===== config.mk =====
export PLATFORM = sky130hd
export DESIGN_NAME = cfg_lut_k
export DESIGN_NICKNAME = d
export VERILOG_FILES = /design/src/rtl/lut_pkg.sv /design/src/rtl/lut_cfg_loader.sv /design/src/rtl/cfg_lut_k.sv
export SDC_FILE = /design/constraint.sdc
export NUM_CORES = 1
export LEC_CHECK = 0
export CAP_MARGIN = 20
export CORE_MARGIN = 2
export CORE_UTILIZATION = 25
export CTS_CLUSTER_SIZE = 30
export DETAILED_ROUTE_END_ITERATION = 12
export REMOVE_ABC_BUFFERS = 1
export SYNTH_ARGS = -nofsm -noshare
export SYNTH_HDL_FRONTEND = slang
export SYNTH_SLANG_ARGS = --single-unit

===== constraint.sdc =====
create_clock -name clk -period 1.5 [get_ports clk]
set_clock_uncertainty 0.1 [all_clocks]
set_input_delay 0.3 -clock clk [delete_from_list [all_inputs] [get_ports clk]]
set_output_delay 0.3 -clock clk [all_outputs]
set_load 0.02 [all_outputs]

===== src/rtl/lut_pkg.sv =====
// Shared types and sizing helpers for the serially programmed K-input LUT.
package lut_pkg;

  typedef enum logic [1:0] {
    UNCFG = 2'd0,
    LOAD  = 2'd1,
    READY = 2'd2
  } lut_state_t;

  localparam int K_MIN = 1;
  localparam int K_MAX = 8;

  // Table depth in bits for a K-input function.
  function automatic int lut_depth(input int k);
    return 1 << k;
  endfunction

  // Load counter width: one extra bit so the count can pass the last entry.
  function automatic int lut_cnt_w(input int k);
    return k + 1;
  endfunction

endpackage


===== src/rtl/lut_cfg_loader.sv =====
// Configuration sequencer: owns the LUT state, the serial load counter and the table write strobe.
module lut_cfg_loader
  import lut_pkg::*;
#(
  parameter int K = 4
) (
  input  logic             clk,
  input  logic             rst,
  input  logic             cfg_start,
  input  logic             cfg_valid,
  output lut_state_t       state,
  output logic [K-1:0]     wr_addr,
  output logic             wr_en,
  output logic             cfg_busy,
  output logic             cfg_done
);

  localparam int CNT_W = lut_cnt_w(K);
  localparam int DEPTH = lut_depth(K);
  localparam logic [CNT_W-1:0] LAST = CNT_W'(DEPTH - 1);

  logic [CNT_W-1:0] cnt;

  always_ff @(posedge clk) begin
    if (rst) begin
      state    <= UNCFG;
      cnt      <= '0;
      cfg_done <= 1'b0;
    end else begin
      cfg_done <= 1'b0;
      case (state)
        UNCFG: begin
          if (cfg_start) begin
            state <= LOAD;
            cnt   <= '0;
          end
        end
        LOAD: begin
          // A restart wins over a coincident data bit.
          if (cfg_start) begin
            cnt <= '0;
          end else if (cfg_valid) begin
            cnt <= cnt + CNT_W'(1);
            if (cnt == LAST) begin
              state    <= READY;
              cfg_done <= 1'b1;
            end
          end
        end
        READY: begin
          if (cfg_start) begin
            state <= LOAD;
            cnt   <= '0;
          end
        end
        default: state <= UNCFG;
      endcase
    end
  end

  assign cfg_busy = (state == LOAD);
  assign wr_en    = (state == LOAD) && cfg_valid && !cfg_start;
  assign wr_addr  = cnt[K-1:0];

endmodule


===== src/rtl/cfg_lut_k.sv =====
// K-input look-up table with a bit-serial programmable truth table and a registered valid/ready lookup.
module cfg_lut_k
  import lut_pkg::*;
#(
  parameter int                 K    = 4,
  parameter logic [(1<<K)-1:0]  INIT = '0
) (
  input  logic         clk,
  input  logic         rst,
  input  logic         cfg_start,
  input  logic         cfg_valid,
  input  logic         cfg_bit,
  output logic         cfg_busy,
  output logic         cfg_done,
  input  logic         in_valid,
  output logic         in_ready,
  input  logic [K-1:0] address,
  output logic         out_valid,
  output logic         result
);

  localparam int DEPTH = lut_depth(K);

  lut_state_t       state;
  logic [K-1:0]     wr_addr;
  logic             wr_en;
  logic             accept;
  logic [DEPTH-1:0] tbl;
  logic             vld_p1;
  logic             res_p1;

  lut_cfg_loader #(.K(K)) u_loader (
    .clk       (clk),
    .rst       (rst),
    .cfg_start (cfg_start),
    .cfg_valid (cfg_valid),
    .state     (state),
    .wr_addr   (wr_addr),
    .wr_en     (wr_en),
    .cfg_busy  (cfg_busy),
    .cfg_done  (cfg_done)
  );

  assign in_ready = (state == READY);
  assign accept   = in_valid && in_ready;

  always_ff @(posedge clk) begin
    if (rst) begin
      tbl <= INIT;
    end else if (wr_en) begin
      tbl[wr_addr] <= cfg_bit;
    end
  end

  // Stage p1: registered lookup; reads the table as it stood when the request was accepted.
  always_ff @(posedge clk) begin
    if (rst) begin
      vld_p1 <= 1'b0;
      res_p1 <= 1'b0;
    end else begin
      vld_p1 <= accept;
      if (accept) begin
        res_p1 <= tbl[address];
      end
    end
  end

  assign out_valid = vld_p1;
  assign result    = res_p1;

endmodule


Word-level counts from Yosys, hierarchy flattened
Cells that the tools add are included.
{ "totals": {"ff_bits": 26, "inputBits": 10, "out_inout_bits": 5, "word_cells": 46} }
{ "op_classes": {"add_sub_neg": 1, "order_cmp": 3, "eq_ne": 8, "muxes": 15, "bitwise_logic": 2, "n_reduce_logical": 11} }
{ "ops": {"columns": ["op", "n"], "rows": [
  ["16-bit bitwise mux", 1],
  ["5-bit two-way mux", 3],
  ["4-bit by 5-bit < comparator with 1-bit output, second input constant", 2],
  ["5-bit one-hot mux with 2 select lines", 1],
  ["2-bit two-way mux", 4],
  ["5-bit by 1-bit adder with 5-bit output, second input constant", 1],
  ["5-bit by 4-bit equality test with 1-bit output, second input constant", 1],
  ["1-bit binary-select mux with 4-bit select", 1],
  ["1-bit demux with 4-bit select", 1],
  ["4-bit by 1-bit greater-or-equal comparator with 1-bit output, second input constant", 1],
  ["1-bit logical AND", 4],
  ["2-bit by 1-bit inequality test with 1-bit output, second input constant", 2],
  ["2-bit inequality test, second input constant", 2],
  ["2-bit one-hot mux with 2 select lines", 1],
  ["4-bit AND reduction", 1],
  ["4-bit OR reduction", 1],
  ["1-bit two-way mux", 3],
  ["3-bit inequality test, second input constant", 1],
  ["3-bit AND reduction", 1],
  ["2-bit by 1-bit equality test with 1-bit output, second input constant", 1],
  ["2-bit equality test, second input constant", 1],
  ["2-bit zero test", 1],
  ["1-bit inverter", 2],
  ["2-bit nonzero test", 1],
  ["other kinds (2)", 2]
]} }

Logic depth before layout (Yosys ltp)
{ "depth": {"word_depth": 5, "ltp_mapped": 6, "mapped_depth_nobuf": 6} }

Cells and area by module
Synthesis repeated with hierarchy kept, for this count alone.
{ "hier_totals": {"cells_unflattened": 152, "hier_area_um2": 1320.0} }
{ "by_module_without_submodules": {"columns": ["mod", "n_inst", "cells_each", "area_each_um2", "seq_area_each_um2"], "rows": [
  ["cfg_lut_k", 1, 101, 884.6, 360.3],
  ["lut_cfg_loader", 1, 51, 435.4, 160.2]
]} }

Least setup slack after synthesis
Ideal clock, no wire load.
{ "synth_timing": {"path_kind": "reg-to-reg", "start": "register u_loader.state[1]", "end": "register res_p1, in the netlist result", "setup_time_ns": 0.069, "t_arrival_ns": 1.300, "t_required_ns": 1.331, "slack_ns": 0.031, "stages_incl_launch_ff": 5, "n_path_buf": 0, "period_less_slack_ns": 1.469, "path_cell_list": "dfxtp_1 -> nor2b_1 -> nand2_1 -> a211o_1 -> o21ai_1"} }
{ "synth_via": {"elab_chain_cells": 2} }
{ "synth_lines": {"columns": ["item", "line_no", "rtl"], "rows": [
  ["start: declaration", "lut_cfg_loader.sv:11", "output lut_state_t state,"],
  ["start signal: assignment", "lut_cfg_loader.sv:26", "state <= UNCFG;"],
  ["start signal: assignment", "lut_cfg_loader.sv:34", "state <= LOAD;"],
  ["start signal: assignment", "lut_cfg_loader.sv:45", "state <= READY;"],
  ["2-bit equality test", "cfg_lut_k.sv:44", "assign in_ready = (state == READY);"],
  ["named net in_ready", "cfg_lut_k.sv:16", "output logic in_ready,"],
  ["1-bit logical AND", "cfg_lut_k.sv:45", "assign accept = in_valid && in_ready;"],
  ["end signal: assignment", "cfg_lut_k.sv:63", "res_p1 <= tbl[address];"],
  ["end: declaration", "cfg_lut_k.sv:30", "logic res_p1;"]
]} }
The timed path passes the listed nets, and every way through them passes these cells.
A chain may end at the register's enable or synchronous reset.

Worst setup path after layout
{ "layout_timing": {"start": "register u_loader.state[1]", "end": "register tbl[2]"} }
{ "layout_via": {"elab_chain_cells": 3} }
{ "layout_lines": {"columns": ["item", "line_no", "rtl"], "rows": [
  ["2-bit by 1-bit equality test with 1-bit output", "lut_cfg_loader.sv:62", "assign wr_en = (state == LOAD) && cfg_valid && !cfg_start;"],
  ["1-bit logical AND (2 in series)", "lut_cfg_loader.sv:62", null],
  ["end signal: indexed assignment", "cfg_lut_k.sv:51", "tbl[wr_addr] <= cfg_bit;"],
  ["end: declaration", "cfg_lut_k.sv:28", "logic [DEPTH-1:0] tbl;"]
]} }
No other way between the ends.

==> results.txt <==
hpwl dp: 1.992 mm
Final Total Pwr: 1.293 mW
Seq/Total Area, Yosys: 40.66%
CP max stage delay: 390 ps
Min Clock Period, post-route: 1537 ps
GRT Total Usage: 10.05%
ANT cells: 0
final worst-path setup slack: -37.01 ps
Die H: 75.56 um
worst IR drop on VDD: 0.3705 mV
main area contributors after synthesis: dfxtp_1, mux2i_1, nor2_1
grt total ovfl: 0
failing checks: negative setup slack
Critical Path End: tbl[2]$_SDFFE_PP0P_
CTS buffer count: 3
hold slack: 354.5 ps
WP data required: 1540 ps
worst-path cell chain: buf_6 > and4bb_4 > clkbuf_16 > nand3_1 > mux2i_1 > nor2_1
max cap viols: 0
warnings from Yosys: 0
drt total wl: 2.848 mm
worst path arrival time: 1580 ps
Placer Congestion: 0.7498
Max Slew Vio Count: 0
Final Hold Fails: 0
Max Clock Freq: 650.6 MHz
R2R Setup Slk: -40 ps
Finished Layout Cells: 233
setup TNS: -127.7 ps
DP Cell Count: 223
top cell type's share of synthesized area: 40.66%
synth-to-layout area growth: 39.79%
switching part of the total: 21.99%
DIE WIDTH: 75.56 um
Placeable Area: 5010 um2
clock sink count: 26
CP max FO: 4
Multi-input gate area: 764.5 um2
Skew-Pair Late Insertion Delay: 260 ps
FILL cells: 527
area leader, netlist: dfxtp_1
Port Buf Inserts: 14
antenna-violating nets left: 0
reg2reg path depth: 6
slowest CP cell: and4bb_4
hold buffers post-CTS: 0
fraction of layout cells with a size suffix above 1: 25.15%
row count: 26
Final nets: 179
startpoint types: flop
number of library cell types mapped by synthesis: 27
Hold Crit Class: in2reg
TritonCTS clock tree: built
Crit. Startpoint: u_loader.state[1]$_SDFFE_PP0P_
stages on the worst setup path: 6
H-tree levels: 1
drt pass-1 iters: 4
root buf cell: clkbuf_8
reg-to-reg endpoint: tbl[2]$_SDFFE_PP0P_
First DRT Iteration DRCs: 32
RSZ-0062 raised after global routing: true
clk slew on worst S/H paths: 90 ps
initial antenna violation count: 0
final setup fails: 8
Yosys reg bits: 26
first-pass GRT wire length: 4.340 mm
clock power share: 34.3%
crit-path leading delay family: simple AND/OR/NAND/NOR gates
Synth Area per Inst: 9.697 um2
net switching power: 0.2844 mW
Pint: 1.009 mW
slew of the pin with the lowest slew margin: 486.8 ps
Setup CP Type: reg2reg
sequential cell area: 529.3 um2
share of flip-flops with an asynchronous set or reset: 0%
Pwr Density: 722.9 nW/um2
combinational share of power: 11.8%
DR vias: 1031
Setup WS pre-CTS: -538.2 ps
EDFF count, synth: 0
clock buffer depth: 2
drt drc: 0
part of the cycle the worst path needs: 102.5%
wire length per cell: 12.22 um
leak pwr: 0.8009 nW
Via-to-Cell Ratio: 4.425
outcome: complete, but fails checks
largest net degree at the start of global routing: 18
Post-Syn Area: 1280 um2
crit path capture type: flop
worst path buffer plus inverter count: 2
number of top-level pins: 15
number of global-route vias before repair: 937
most common cell in the netlist: dfxtp_1
Post-synth top flop: dfxtp_1
die area: 5709 um2
Slew headroom: 67.43%
FF-to-FF Start: u_loader.state[1]$_SDFFE_PP0P_
cell count after synthesis: 132
most frequent cells after synthesis: dfxtp_1, nor2_1, mux2i_1, nand3_1
share of power burned in registers: 54.0%
Initial Util: 25.55%
## stage by stage
stage | utilization [%] | area [um2]
detailed placement | 31.92 | 1599
CTS | 32.97 | 1652
finish | 35.71 | 1789
global route | 35.71 | 1789
global placement | 31.92 | 1599
floorplan | - | 1241
## layout make-up
type	instances	share of cell area, %
multi-input cells	96	42.73
flip-flops and latches	26	29.58
repair buffers	34	19.09
clock buffers	4	3.077
well taps	70	4.895
inverters	3	0.6294
## metal layers
layer / global-route usage (%) / share of wire [%] / up-vias
met4: 1.754 / 0.42 / 0
met5: 0 / 0 / -
met3: 2.381 / 4.5 / 2
met1: 12.60 / 45 / 487
met2: 17.78 / 50 / 16
li1: - / - / 526
## cells in the final DEF, fill, tap and decap left out, drive strengths merged, types with 3 or more instances in the layout
master and n:
nor2 24, dfxtp 26, clkdlybuf4s50 6, mux4 4, buf 19, nand3 13
dlygate4sd2 4, mux2i 18, clkbuf 7, nand4 4, nand2 4, nor2b 5
xnor2 3, inv 3, ha 5, a211oi 3, a21oi 4
## logic make-up (layout without fill, tap and decap cells)
group / Yosys count / after routing / synth area share [%]
AND/OR/NAND/NOR: 56 / 56 / 21.51
flip-flops: 26 / 26 / 40.66
multiplexers: 22 / 22 / 21.99
AO/OA/AOI/OAI: 10 / 10 / 4.985
buffers and inverters: 10 / 41 / 3.909
adder cells (fa/ha/maj): 5 / 5 / 4.888
XOR/XNOR: 3 / 3 / 2.053
## registers in the layout, indices dropped and copies added, names as in the netlist
register           flops
u_loader.cfg_done      1
out_valid              1
result                 1
u_loader.cnt           5
tbl                   16
u_loader.state         2
## repair_timing
item,4_1_cts,5_1_grt
gates cloned,0,2
setup endpoints to repair,7,19
buffers inserted,0,4
gates resized for setup,10,23
pin swaps,0,6
## power by group through the flow
stage	Sequential (mW)	Clock, mW	Combinational (mW)
floorplan	0.718	0	0.0426
global placement	0.718	0	0.130
detailed placement	0.718	0	0.131
CTS	0.702	0.467	0.130
global route	0.699	0.494	0.164
finish	0.698	0.443	0.152
## how the worst min path moves through the flow
stage / slack [ps] / to / from / depth (start not counted)
CTS: 400 / tbl[11]$_SDFFE_PP0P_ / tbl[11]$_SDFFE_PP0P_ / 2
detailed placement: 380 / tbl[11]$_SDFFE_PP0P_ / tbl[11]$_SDFFE_PP0P_ / 2
finish: 350 / u_loader.state[0]$_SDFFE_PP0P_ / cfg_valid / 4
global placement: 380 / tbl[10]$_SDFFE_PP0P_ / tbl[10]$_SDFFE_PP0P_ / 2
global route: 370 / u_loader.state[0]$_SDFFE_PP0P_ / cfg_valid / 4
floorplan: 270 / u_loader.state[1]$_SDFFE_PP0P_ / rst / 1
## worst min-delay path: stages
cell	delay (ps)
dlymetal6s2s_1	120
nand2_1	60
a21oi_1	140
a211oi_1	60
Power figures use the tool's default switching activity.
